<file path="config.mk">
export PLATFORM = sky130hd
export DESIGN_NAME = roic_spi_target
export DESIGN_NICKNAME = d
export VERILOG_FILES = /design/src/rtl/roic_spi_target.sv
export SDC_FILE = /design/constraint.sdc
export NUM_CORES = 1
export LEC_CHECK = 0
export CAP_MARGIN = 15
export CORE_ASPECT_RATIO = 1.1
export CORE_MARGIN = 3
export CORE_UTILIZATION = 40
export DETAILED_ROUTE_END_ITERATION = 10
export PLACE_DENSITY = 0.79
export SLEW_MARGIN = 5
export SYNTH_ARGS = -nofsm -noshare
export SYNTH_HDL_FRONTEND = slang
export SYNTH_SLANG_ARGS = --single-unit
</file>
<file path="constraint.sdc">
create_clock -name clk -period 10.2 [get_ports clk]
set_input_delay 2.04 -clock clk [delete_from_list [all_inputs] [get_ports clk]]
set_output_delay 2.04 -clock clk [all_outputs]
set_load 0.01 [all_outputs]
</file>
<file path="src/rtl/roic_spi_target.sv">
// SPI register target for the ROIC control bus: 24-bit frames (8-bit address, 16-bit data).
// Optional serial readback is enabled by defining ROIC_SPI_TARGET_READBACK_EN.
module roic_spi_target #(
  parameter int NUM_REGS    = 16,
  parameter int SYNC_STAGES = 2
) (
  input  logic                    clk,
  input  logic                    reset,
  input  logic                    spi_sclk,
  input  logic                    spi_sen,
  input  logic                    spi_sdata,
  output logic                    spi_sdout,
  output logic [16*NUM_REGS-1:0]  regs,
  output logic                    wr_stb,
  output logic [7:0]              wr_addr,
  output logic [15:0]             wr_data,
  output logic                    frame_err
);

  localparam int AW = (NUM_REGS > 1) ? $clog2(NUM_REGS) : 1;

  localparam logic [1:0] IDLE  = 2'd0;
  localparam logic [1:0] SHIFT = 2'd1;
  localparam logic [1:0] FULL  = 2'd2;

  logic [SYNC_STAGES-1:0] sclk_sync;
  logic [SYNC_STAGES-1:0] sen_sync;
  logic [SYNC_STAGES-1:0] sdata_sync;
  logic                   sclk_s;
  logic                   sen_s;
  logic                   sdata_s;
  logic                   sclk_prev;
  logic                   sen_prev;
  logic                   sclk_rise;
  logic                   sen_fall;
  logic                   sen_rise;
  logic [1:0]             settle;
  logic                   armed;

  logic [1:0]             state;
  logic [4:0]             cnt;
  logic [23:0]            shreg;
  logic                   overrun;
  logic [15:0]            mem [NUM_REGS];
  logic [7:0]             f_addr;
  logic [15:0]            f_data;
  logic                   read_mode;
  logic                   in_range;
  logic                   wr_ok;
  logic                   commit;

  // Input synchronizers, reset to the idle bus levels
  always_ff @(posedge clk or posedge reset) begin
    if (reset) begin
      sclk_sync  <= '0;
      sen_sync   <= '1;
      sdata_sync <= '0;
      sclk_prev  <= 1'b0;
      sen_prev   <= 1'b1;
    end else begin
      sclk_sync  <= {sclk_sync[SYNC_STAGES-2:0], spi_sclk};
      sen_sync   <= {sen_sync[SYNC_STAGES-2:0], spi_sen};
      sdata_sync <= {sdata_sync[SYNC_STAGES-2:0], spi_sdata};
      sclk_prev  <= sclk_s;
      sen_prev   <= sen_s;
    end
  end

  assign sclk_s    = sclk_sync[SYNC_STAGES-1];
  assign sen_s     = sen_sync[SYNC_STAGES-1];
  assign sdata_s   = sdata_sync[SYNC_STAGES-1];
  assign sclk_rise = sclk_s & ~sclk_prev;
  assign sen_fall  = ~sen_s & sen_prev;
  assign sen_rise  = sen_s & ~sen_prev;

  // A frame interrupted by reset must not be picked up mid-way: frames are
  // only accepted after a real (post-flush) SEN-high sample has been seen.
  always_ff @(posedge clk or posedge reset) begin
    if (reset) begin
      settle <= 2'd0;
      armed  <= 1'b0;
    end else if (settle != 2'(SYNC_STAGES)) begin
      settle <= settle + 2'd1;
    end else if (sen_s) begin
      armed <= 1'b1;
    end
  end

  assign f_addr    = shreg[23:16];
  assign f_data    = shreg[15:0];
  assign read_mode = mem[0][1];
  assign in_range  = (int'(f_addr) < NUM_REGS);
  assign wr_ok     = in_range && (!read_mode || (f_addr == 8'h00));
  assign commit    = (state == FULL) && sen_rise && !overrun;

  // Frame FSM
  always_ff @(posedge clk or posedge reset) begin
    if (reset) begin
      state     <= IDLE;
      cnt       <= 5'd0;
      shreg     <= 24'd0;
      overrun   <= 1'b0;
      wr_stb    <= 1'b0;
      wr_addr   <= 8'd0;
      wr_data   <= 16'd0;
      frame_err <= 1'b0;
    end else begin
      wr_stb    <= commit;
      frame_err <= 1'b0;
      if (commit) begin
        wr_addr <= f_addr;
        wr_data <= f_data;
      end
      case (state)
        IDLE: begin
          if (armed && sen_fall) begin
            state   <= SHIFT;
            cnt     <= 5'd0;
            shreg   <= 24'd0;
            overrun <= 1'b0;
          end
        end
        SHIFT: begin
          if (sen_rise) begin
            frame_err <= 1'b1;
            state     <= IDLE;
          end else if (sclk_rise) begin
            shreg <= {shreg[22:0], sdata_s};
            cnt   <= cnt + 5'd1;
            if (cnt == 5'd23) state <= FULL;
          end
        end
        FULL: begin
          if (sen_rise) begin
            frame_err <= overrun;
            state     <= IDLE;
          end else if (sclk_rise) begin
            overrun <= 1'b1;
          end
        end
        default: state <= IDLE;
      endcase
    end
  end

  // Register file
  always_ff @(posedge clk or posedge reset) begin
    if (reset) begin
      for (int i = 0; i < NUM_REGS; i++) mem[i] <= 16'd0;
    end else if (commit && wr_ok) begin
      mem[f_addr[AW-1:0]] <= f_data;
    end
  end

  for (genvar g = 0; g < NUM_REGS; g++) begin : g_flat
    assign regs[16*g +: 16] = mem[g];
  end

`ifdef ROIC_SPI_TARGET_READBACK_EN
  logic        sclk_fall;
  logic [15:0] rd_word;
  logic [15:0] rd_shift;
  logic        sdout_q;

  assign sclk_fall = ~sclk_s & sclk_prev;

  // After 8 bits the address byte sits in shreg[7:0]
  always_comb begin
    rd_word = 16'd0;
    if (int'(shreg[7:0]) < NUM_REGS) rd_word = mem[shreg[AW-1:0]];
  end

  always_ff @(posedge clk or posedge reset) begin
    if (reset) begin
      rd_shift <= 16'd0;
      sdout_q  <= 1'b0;
    end else if (state == IDLE) begin
      sdout_q <= 1'b0;
    end else if (sclk_fall) begin
      if (state == SHIFT && cnt == 5'd8) begin
        sdout_q  <= rd_word[15];
        rd_shift <= {rd_word[14:0], 1'b0};
      end else if (state == SHIFT && cnt > 5'd8) begin
        sdout_q  <= rd_shift[15];
        rd_shift <= {rd_shift[14:0], 1'b0};
      end else begin
        sdout_q <= 1'b0;
      end
    end
  end

  assign spi_sdout = sdout_q & read_mode & ~sen_s;
`else
  assign spi_sdout = 1'b0;
`endif

endmodule

</file>
## Word-level counts from Yosys, hierarchy flattened

Index checks and enable logic that the tools add are counted.
Widths: inputs -> output; s select.

- Flip-flop bits (word level): 325
- Word-level logic and storage cells: 97

- $add $sub $neg: 2
- Magnitude comparators: 3
- Equal/unequal tests: 12
- Multiplexer cells: 24
- Bitwise logic cells: 8
- Reduce and logical (&&, ||, !) cells: 17

Operators with widths:

| kind | number |
|---|---|
| $bwmux 256 | 1 |
| $mux 24 | 3 |
| $demux 16 s4 | 1 |
| $pmux 24 s2 | 1 |
| $mux 16 | 1 |
| $mux 5 | 3 |
| $ne 2x2->1 const B | 7 |
| $reduce_and 4->1 | 3 |
| $mux 2 | 5 |
| $pmux 5 s2 | 1 |
| $logic_not 8->1 | 1 |
| $lt 8x5->1 const B | 1 |
| $logic_and 1x1->1 | 6 |
| $ne 3x3->1 const B | 2 |
| $pmux 2 s3 | 1 |
| $add 5x1->5 const B | 1 |
| $eq 5x5->1 const B | 1 |
| $ge 5x5->1 const B | 1 |
| $lt 5x1->1 const B | 1 |
| $mux 1 | 5 |
| $not 4->5 | 1 |
| $not 1->1 | 4 |
| $pmux 1 s2 | 2 |
| $reduce_bool 2->1 | 2 |
| other kinds (8) | 11 |

## Longest topological paths before layout

Gate-level depths: netlist of the first run.

- Depth after elaboration: 6
- Mapped depth: 10
- Gate-level depth less buffers: 6

## Least setup slack after synthesis of the first run

No wires, ideal clock.

- Path type: register to output
- Start point: register mem, in the netlist regs[160]
- End point: output regs[160]
- Data arrival time: 0.384 ns
- Data required time: 8.160 ns
- Path slack: 7.776 ns
- Stages on the path, launching flop included: 1
- Cell sequence: dfrtp_1

RTL lines:

| what | RTL line | RTL |
|---|---|---|
| start: declaration | 44 | `logic [15:0] mem [NUM_REGS];` |
| start signal: indexed assignment | 151 | `mem[f_addr[AW-1:0]] <= f_data;` |
| end: declaration | 13 | `output logic [16*NUM_REGS-1:0] regs,` |

No word-level cell between the ends.

## Final worst setup path of the first run

- Start point: register mem, in the netlist regs[1]
- End point: output regs[1]

No word-level cell between the ends.

==> results of run 1 <==
## layer usage
metal  up-vias  track usage, %  wire (um)
met5         -               0          0
met4         0            4.37        667
met3        48            5.70       2390
met2       240            31.2      15600
met1      3967            22.4      12700
li1       3374               -          -
## cells in the mapped netlist, types with 2 or more instances
library cell  number
buf_6             17
ha_1               5
buf_2              6
a21o_1             3
clkbuf_1          39
mux2_4            22
nand3b_1           2
mux2_2           258
nor2b_1            5
inv_1             31
dfrtp_1          322
and4_1             3
or3b_2             2
nand2_1           31
nand3_1            4
o21ai_0            2
nor2_1             2
dfstp_2            3
mux2i_1           27
nand2_2            8
a21oi_1            4
nor4_4             3
buf_4              5
nor3_1             5
## area by class of cell
cell class | instances | share of cell area [%]
inverters | 31 | 0.701
multi-input cells | 405 | 24.4
well taps | 420 | 3.07
clock buffers | 46 | 5.69
flip-flops and latches | 325 | 47.5
repair buffers | 295 | 17.3
clock inverters | 15 | 1.34
## worst min path at each step
stage | to | depth (start not counted) | slack [ps] | startpoint
6_report | sclk_sync[1] | 0 | 340 | sclk_sync[0]
3_5_place_dp | sdata_sync[1] | 0 | 340 | sdata_sync[0]
2_1_floorplan | sclk_sync[1] | 0 | 330 | sclk_sync[0]
5_1_grt | sen_sync[1] | 0 | 340 | sen_sync[0]
4_1_cts | sen_sync[1] | 0 | 350 | sen_sync[0]
3_3_place_gp | sclk_sync[1] | 0 | 340 | sclk_sync[0]
## registers in the layout, indices dropped and copies added (netlist names)
register    cells
regs          256
shreg          24
wr_data        16
wr_addr         8
cnt             5
sclk_sync       2
sdata_sync      2
sen_sync        2
settle          2
state           2
armed           1
frame_err       1
overrun         1
sclk_prev       1
sen_prev        1
wr_stb          1
## power groups by stage
stage / Sequential [uW] / Clock, uW / Combinational (uW)
floorplan: 1350 / 0 / 190
global placement: 1370 / 0 / 224
detailed placement: 1370 / 0 / 231
CTS: 1350 / 1340 / 232
global route: 1350 / 1390 / 257
finish: 1340 / 1310 / 236
## kinds of logic (layout without fill, tap and decap cells)
kind of cell	count (synthesis)	in the layout	synth area share, %
flip-flops	325	325	63.4
multiplexers	307	307	27.3
buffers and inverters	98	387	4.07
AND/OR/NAND/NOR	76	76	3.78
AO/OA/AOI/OAI	15	15	0.819
adder cells (fa/ha/maj)	5	5	0.488
other	1	1	0.0292
XOR/XNOR	1	1	0.0683
## stage by stage
step	instances	total power (uW)
finish	1537	2890
global placement	1474	1590
CTS	1535	2920
detailed placement	1474	1600
floorplan	828	1540
global route	1537	3000
==> impl_metrics.json, run 1 <==
{
  "path_clk_slew_ps": 60,
  "layout_common_cells": "322 x dfrtp_1, 286 x clkdlybuf4s50_1, 258 x mux2_2",
  "grt_setup_unrepaired": "false",
  "p_int_uw": 2210,
  "yosys_warnings": 0,
  "layout_setup_ws_ps": 6430,
  "drt.antenna.violating_nets": 0,
  "drtIter0Drc": 374,
  "synthArstFlopShare_pct": 100,
  "cts_sinks": 325,
  "yosysUniqueCellTypes": 43,
  "yosysSeqAreaShare_pct": 63.4,
  "drtPass1Iterations": 4,
  "fmax_mhz": 265,
  "r2r_start": "state[0]",
  "num_rows": 68,
  "io_pins": 288,
  "diodes": 0,
  "grt-ovfl-total": 0,
  "path_depth": 1,
  "cpPeakStageDelay_ps": 670,
  "fillers": 2546,
  "register_area_mm2": 0.00814,
  "cts.path.max_buffers": 3,
  "fin_nets": 1102,
  "status": "finished, final reports clean",
  "period_share_pct": 36.9,
  "dieHeight_um": 194,
  "cp_slowest_cell": "clkdlybuf4s50_1",
  "area_growth_pct": 33.6,
  "routed_via_density": 4.96,
  "grt_max_degree": 168,
  "worstSkewPairLatency_ps": 520,
  "startpoint": "regs[1]",
  "maxSlewHeadroom_pct": 18.4,
  "critical-path-top-delay-family": "buffers and inverters",
  "fin_tns_setup_ps": 0,
  "drt-total-wl_mm": 31.4,
  "grt_pass1_wl_mm": 48.7,
  "period_minus_slack_ps": 3770,
  "synth_top_area_share_pct": 62.8,
  "syn_area_mm2": 0.0128,
  "grt_antenna_before_repair": 0,
  "postLayoutCellArea_mm2": 0.0171,
  "h-tree-depth": 2,
  "p_sw_uw": 682,
  "critPathArrivalTime_ps": 1730,
  "ys_ff_latch": 325,
  "postCtsSetupBuffers": 0,
  "critPathCaptureType": "primary output",
  "cts_hold_buf": 0,
  "start_kind": "register",
  "dieArea_mm2": 0.0343,
  "place_area_mm2": 0.0159,
  "io_buffers": 286,
  "required_ps": 8160,
  "worstSetupEndpoint": "regs[1]",
  "worst_pin_slew_ps": 1220,
  "p_seq_share_pct": 46.5,
  "power_frac_clock_pct": 45.3,
  "synth_area_per_cell_um2": 15.5,
  "hold_violations": 0,
  "cp_max_fo": 8,
  "reg2reg_to": "regs[191]",
  "drc_errors": 0,
  "place_congestion": 0.781,
  "synthesis.instances": 828,
  "final_common_cell": "dfrtp_1",
  "synth-edff-count": 0,
  "synth_area_leaders": "dfrtp_1 63%, mux2_2 23%, mux2_4 2.6%",
  "tritoncts": "built",
  "setup_viol": 0,
  "combinationalPowerShare_pct": 8.2,
  "syn_nets": 838,
  "drv_slew": 0,
  "cts_resized": 0,
  "place_ws_ps": 5770,
  "cts-root-buf": "clkbuf_16",
  "die_x_um": 177,
  "finalClockSkew_ps": 26.4,
  "r2r_slack_ps": 6940,
  "grtUsageTotal_pct": 18.1,
  "fin_util_pct": 54.4,
  "p_sw_share_pct": 23.6,
  "power.density_mw_per_mm2": 169,
  "cts_buffers": 34,
  "start_util_pct": 40.8,
  "vias": 7629,
  "drv_cap": 0,
  "grt_pass1_vias": 8090,
  "irDropWorstVdd_uv": 133,
  "path_buf_inv": 1,
  "hpwl_mm": 21.0,
  "avgRoutedWirePerCell_um": 20.4,
  "ys.flop_type": "dfrtp_1",
  "critPathKind": "reg -> out",
  "core-area_mm2": 0.0315,
  "holdWs_ps": 341,
  "drive_above_1_share_pct": 33.4,
  "worst_hold_path_type": "reg -> reg",
  "multi_input_area_mm2": 0.00418,
  "p_leak_uw": 0.00810,
  "crit_chain": "clkdlybuf4s50_1",
  "rr_worst_depth": 7,
  "yosysTopAreaCell": "dfrtp_1"
}
Power figures use the tool's default switching activity.
==> run 2: changes to the inputs <==
Clock period 10.2 ns to 3.1 ns, I/O delays scaled along.
==> run 2 against run 1 <==
Register-to-register slack lost 6400 ps; sequential power grew to 3.3 times the previous value; critical path depth grew 5; non-clock buffer count grew 10; critical path type is now reg -> reg.
==> impl_metrics.json, run 2 (same netlist as run 1, synthesis figures left out) <==
{
  "cts_hold_buf": 0,
  "num_rows": 68,
  "cts_resized": 0,
  "start_kind": "register",
  "r2r_slack_ps": 560,
  "grtUsageTotal_pct": 18.3,
  "cts_sinks": 325,
  "required_ps": 3480,
  "layout_setup_ws_ps": 557,
  "cp_max_fo": 16,
  "power_frac_clock_pct": 43.8,
  "postCtsSetupBuffers": 0,
  "fin_cells": 1547,
  "dp.cells": 1486,
  "drv_slew": 0,
  "cts-root-buf": "clkbuf_16",
  "p_sw_uw": 2230,
  "combinationalPowerShare_pct": 8.3,
  "drtIter0Drc": 379,
  "r2r_start": "state[0]",
  "drive_above_1_share_pct": 33.9,
  "largest_register_ff_count": 256,
  "cts.path.max_buffers": 3,
  "worstSkewPairLatency_ps": 500,
  "tritoncts": "built",
  "io_buffers": 286,
  "critPathKind": "reg -> reg",
  "drv_cap": 0,
  "dieHeight_um": 194,
  "layout_common_cells": "322 x dfrtp_1, 286 x clkdlybuf4s50_1, 258 x mux2_2",
  "holdPathStages": 0,
  "p_sw_share_pct": 24.1,
  "h-tree-depth": 2,
  "dieArea_mm2": 0.0343,
  "routed_via_density": 4.93,
  "grt_pass1_vias": 8120,
  "setup_viol": 0,
  "p_seq_share_pct": 47.9,
  "worst_hold_path_type": "reg -> reg",
  "p_int_uw": 7020,
  "cts_buffers": 35,
  "worstHoldStart": "sdata_sync[0]",
  "critPathCaptureType": "register",
  "grt-ovfl-total": 0,
  "power.density_mw_per_mm2": 539,
  "status": "finished, final reports clean",
  "core-area_mm2": 0.0315,
  "path_clk_slew_ps": 60,
  "power_uw": 9250,
  "io_pins": 288,
  "holdWs_ps": 355,
  "irDropWorstVdd_uv": 542,
  "reg2reg_to": "regs[1]",
  "maxSlewHeadroom_pct": 42.7,
  "drt.antenna.violating_nets": 0,
  "fmax_mhz": 393,
  "cpPeakStageDelay_ps": 430,
  "whs_endpoint": "sdata_sync[1]",
  "grt_antenna_before_repair": 1,
  "area_growth_pct": 33.7,
  "critPathArrivalTime_ps": 2920,
  "rr_worst_depth": 6,
  "hpwl_mm": 21.6,
  "drt-total-wl_mm": 31.6,
  "hold_violations": 0,
  "finalClockSkew_ps": 14.8,
  "fin_nets": 1113,
  "drtPass1Iterations": 4,
  "grt_max_degree": 101,
  "grt_pass1_wl_mm": 49.4,
  "place_congestion": 0.851,
  "die_x_um": 177,
  "avgRoutedWirePerCell_um": 20.4,
  "grt_setup_unrepaired": "false",
  "crit_chain": "inv_1 > ha_1 > and4bb_1 > and4_1 > nand3_2 > mux2_2",
  "diodes": 0,
  "cp_slowest_cell": "nand3_2",
  "final_common_cell": "dfrtp_1",
  "place_ws_ps": 563,
  "period_minus_slack_ps": 2540,
  "vias": 7619,
  "worst_pin_slew_ps": 860,
  "period_share_pct": 82.0,
  "p_leak_uw": 0.00813,
  "drc_errors": 0,
  "start_util_pct": 40.8,
  "fin_util_pct": 54.5
}
run 2: power groups by stage:
stage / clock network (uW) / logic (uW) / registers (uW)
after detailed placement: 0 / 779 / 4510
after floorplan: 0 / 626 / 4430
after global placement: 0 / 756 / 4510
after CTS: 4160 / 784 / 4430
after global routing: 4350 / 850 / 4440
final: 4050 / 771 / 4430
run 2: cell type report:
type                       instances  area (um2)
sequential                       325        8140
fill                            2547       14300
tap                              420         526
clock buffer                      48        1030
clock inverter                    13         100
inverter                          31         120
timing repair buffer             305        3070
multi-input combinational        405        4180
run 2: critical path: cells and delay by family, from the launching register on:
family	cells	cell delay (ps)
adders and majority gates	1	250
buffers and inverters	1	110
DFF	1	380
muxes	1	420
and+or+nand+nor	3	1260
run 2: worst max path at each step:
| stage | slack [ps] | from | depth (start not counted) | endpoint |
|---|---|---|---|---|
| after floorplan | -1850 | reset | 1 | armed |
| after global placement | 660 | state[0] | 6 | regs[0] |
| after detailed placement | 560 | state[0] | 6 | regs[5] |
| after CTS | 540 | state[0] | 6 | regs[1] |
| after global routing | 380 | state[0] | 6 | regs[11] |
| final | 560 | state[0] | 6 | regs[1] |
run 2: per-stage QoR:
stage | TNS, ps | instance area [um2]
after detailed placement | 0 | 16000
final | 0 | 17200
after global placement | 0 | 16000
after global routing | 0 | 17200
after CTS | 0 | 17200
after floorplan | -599120 | 12800
run 2: layer usage:
layer | up-vias | global-route usage [%] | routed length (um)
li1 | 3391 | - | -
met1 | 3960 | 23.8 | 13400
met2 | 222 | 30.2 | 15400
met3 | 44 | 5.42 | 2130
met4 | 2 | 4.83 | 694
met5 | - | 0 | 7
==> run 3: changes to the inputs <==
Settings changed: PLACE_DENSITY 0.79 to 0.77.
Clock period 3.1 ns to 2.4 ns, I/O delays scaled along.
==> run 3 against run 2 <==
Critical path depth down 5; sequential share of layout area down 0.94 points; first-iteration DRC count down 7.9%; global-route usage up 0.61 points; final cell count up 1.8%; core utilization up 1.1 points; worst setup slack worse by 430 ps; clock power up 26%; non-clock buffer count up 29; critical path type is now reg -> out; critical endpoint is now regs[1]; largest cell class unchanged; largest power group unchanged.
==> impl_metrics.json, run 3 (same netlist as run 1, synthesis figures left out) <==
{
  "status": "finished, final reports clean",
  "drt-total-wl_mm": 32.4,
  "fmax_mhz": 441,
  "path_buf_inv": 1,
  "grt_setup_unrepaired": "false",
  "place_congestion": 0.789,
  "cts_sinks": 325,
  "cts-root-buf": "clkbuf_16",
  "critPathArrivalTime_ps": 1790,
  "fin_nets": 1142,
  "grt_pass1_vias": 8487,
  "holdWs_ps": 300,
  "fin_tns_setup_ps": 0,
  "drv_cap": 0,
  "hold_violations": 0,
  "final_common_cell": "dfrtp_1",
  "postLayoutCellArea_mm2": 0.0175,
  "routed_via_density": 4.94,
  "drtPass1Iterations": 4,
  "dieHeight_um": 194,
  "postCtsSetupBuffers": 0,
  "irDropWorstVdd_uv": 510,
  "period_share_pct": 94.5,
  "worst_hold_path_type": "in -> async",
  "critical-path-top-delay-family": "buffers and inverters",
  "grt_antenna_before_repair": 0,
  "grt-ovfl-total": 0,
  "drc_errors": 0,
  "layout_common_cells": "322 x dfrtp_1, 286 x clkdlybuf4s50_1, 258 x mux2_2",
  "critPathCaptureType": "primary output",
  "start_util_pct": 40.8,
  "die_x_um": 177,
  "start_kind": "register",
  "power.density_mw_per_mm2": 679,
  "grtUsageTotal_pct": 18.9,
  "critPathKind": "reg -> out",
  "num_rows": 68,
  "hpwl_mm": 22.5,
  "use_met2_pct": 30.8,
  "required_ps": 1920,
  "grt_use_met1_pct": 24.4,
  "cpPeakStageDelay_ps": 700,
  "path_clk_slew_ps": 60,
  "period_minus_slack_ps": 2270,
  "grt_max_degree": 65,
  "setup_viol": 0,
  "drtIter0Drc": 349,
  "busiest_layer": "met2",
  "cts.path.max_buffers": 3,
  "drive_above_1_share_pct": 35.2,
  "tritoncts": "built",
  "p_leak_uw": 0.00831,
  "core-area_mm2": 0.0315,
  "worst_pin_slew_ps": 931,
  "place_area_mm2": 0.0164,
  "grt_util_met3_pct": 5.48,
  "cts_buffers": 35,
  "grt_pass1_wl_mm": 50.9,
  "maxSlewHeadroom_pct": 37.9,
  "avgRoutedWirePerCell_um": 20.6,
  "cp_slowest_cell": "clkdlybuf4s50_1",
  "drt.antenna.violating_nets": 0,
  "h-tree-depth": 2,
  "cp_max_fo": 8,
  "io_pins": 288,
  "largest_register_ff_count": 256,
  "dieArea_mm2": 0.0343,
  "area_growth_pct": 36.4,
  "io_buffers": 286,
  "drv_slew": 0,
  "finalClockSkew_ps": 15.3,
  "fillers": 2583,
  "crit_chain": "clkdlybuf4s50_1",
  "worstSkewPairLatency_ps": 510,
  "diodes": 0,
  "vias": 7782
}
## run 3: power breakdown
group / internal [uW] / switching [uW]
Clock: 3020 / 2100
Combinational: 442 / 604
Sequential: 5560 / 161
Total: 9030 / 2860
## run 3: repair_timing
item	4_1_cts	5_1_grt
endpoints found under the setup margin	0	13
resized for setup	0	1
hold buffers	0	0
## run 3: final cells by class
type	instances	area, um2	share of cell area (%)
clock buffer	51	1010	5.75
clock inverter	9	87.6	0.500
inverter	31	120	0.686
multi-input combinational	405	4180	23.9
sequential	325	8140	46.5
tap	420	526	3.00
timing repair buffer	334	3450	19.7
## run 3: final timing paths
kind | depth (start not counted) | slack [ps] | end | startpoint
setup / recovery | 1 | 130 | regs[1] | regs[1]
hold / removal | 2 | 300 | regs[114] | reset
setup reg to reg | 7 | 160 | regs[6] | state[0]
hold reg to reg | 0 | 340 | sdata_sync[1] | sdata_sync[0]
max in group asynchronous | 3 | 1360 | regs[239] | reset
min in group clk | 0 | 340 | sdata_sync[1] | sdata_sync[0]
## run 3: routing by layer
layer / wire [um] / share of wire, %
met1: 13400 / 41
met3: 2420 / 7.5
met2: 15500 / 48
met5: 0 / 0
met4: 1050 / 3.2
## run 3: through the flow
stage | power [uW] | setup WS (ps) | std cells | utilization, %
6_report | 11900 | 131 | 1575 | 55.6
4_1_cts | 12000 | 66.1 | 1575 | 55.6
2_1_floorplan | 6530 | -2410 | 828 | -
5_1_grt | 12400 | 8.19 | 1575 | 55.6
3_3_place_gp | 6860 | 222 | 1515 | 52.1
3_5_place_dp | 6890 | 90.6 | 1515 | 52.1
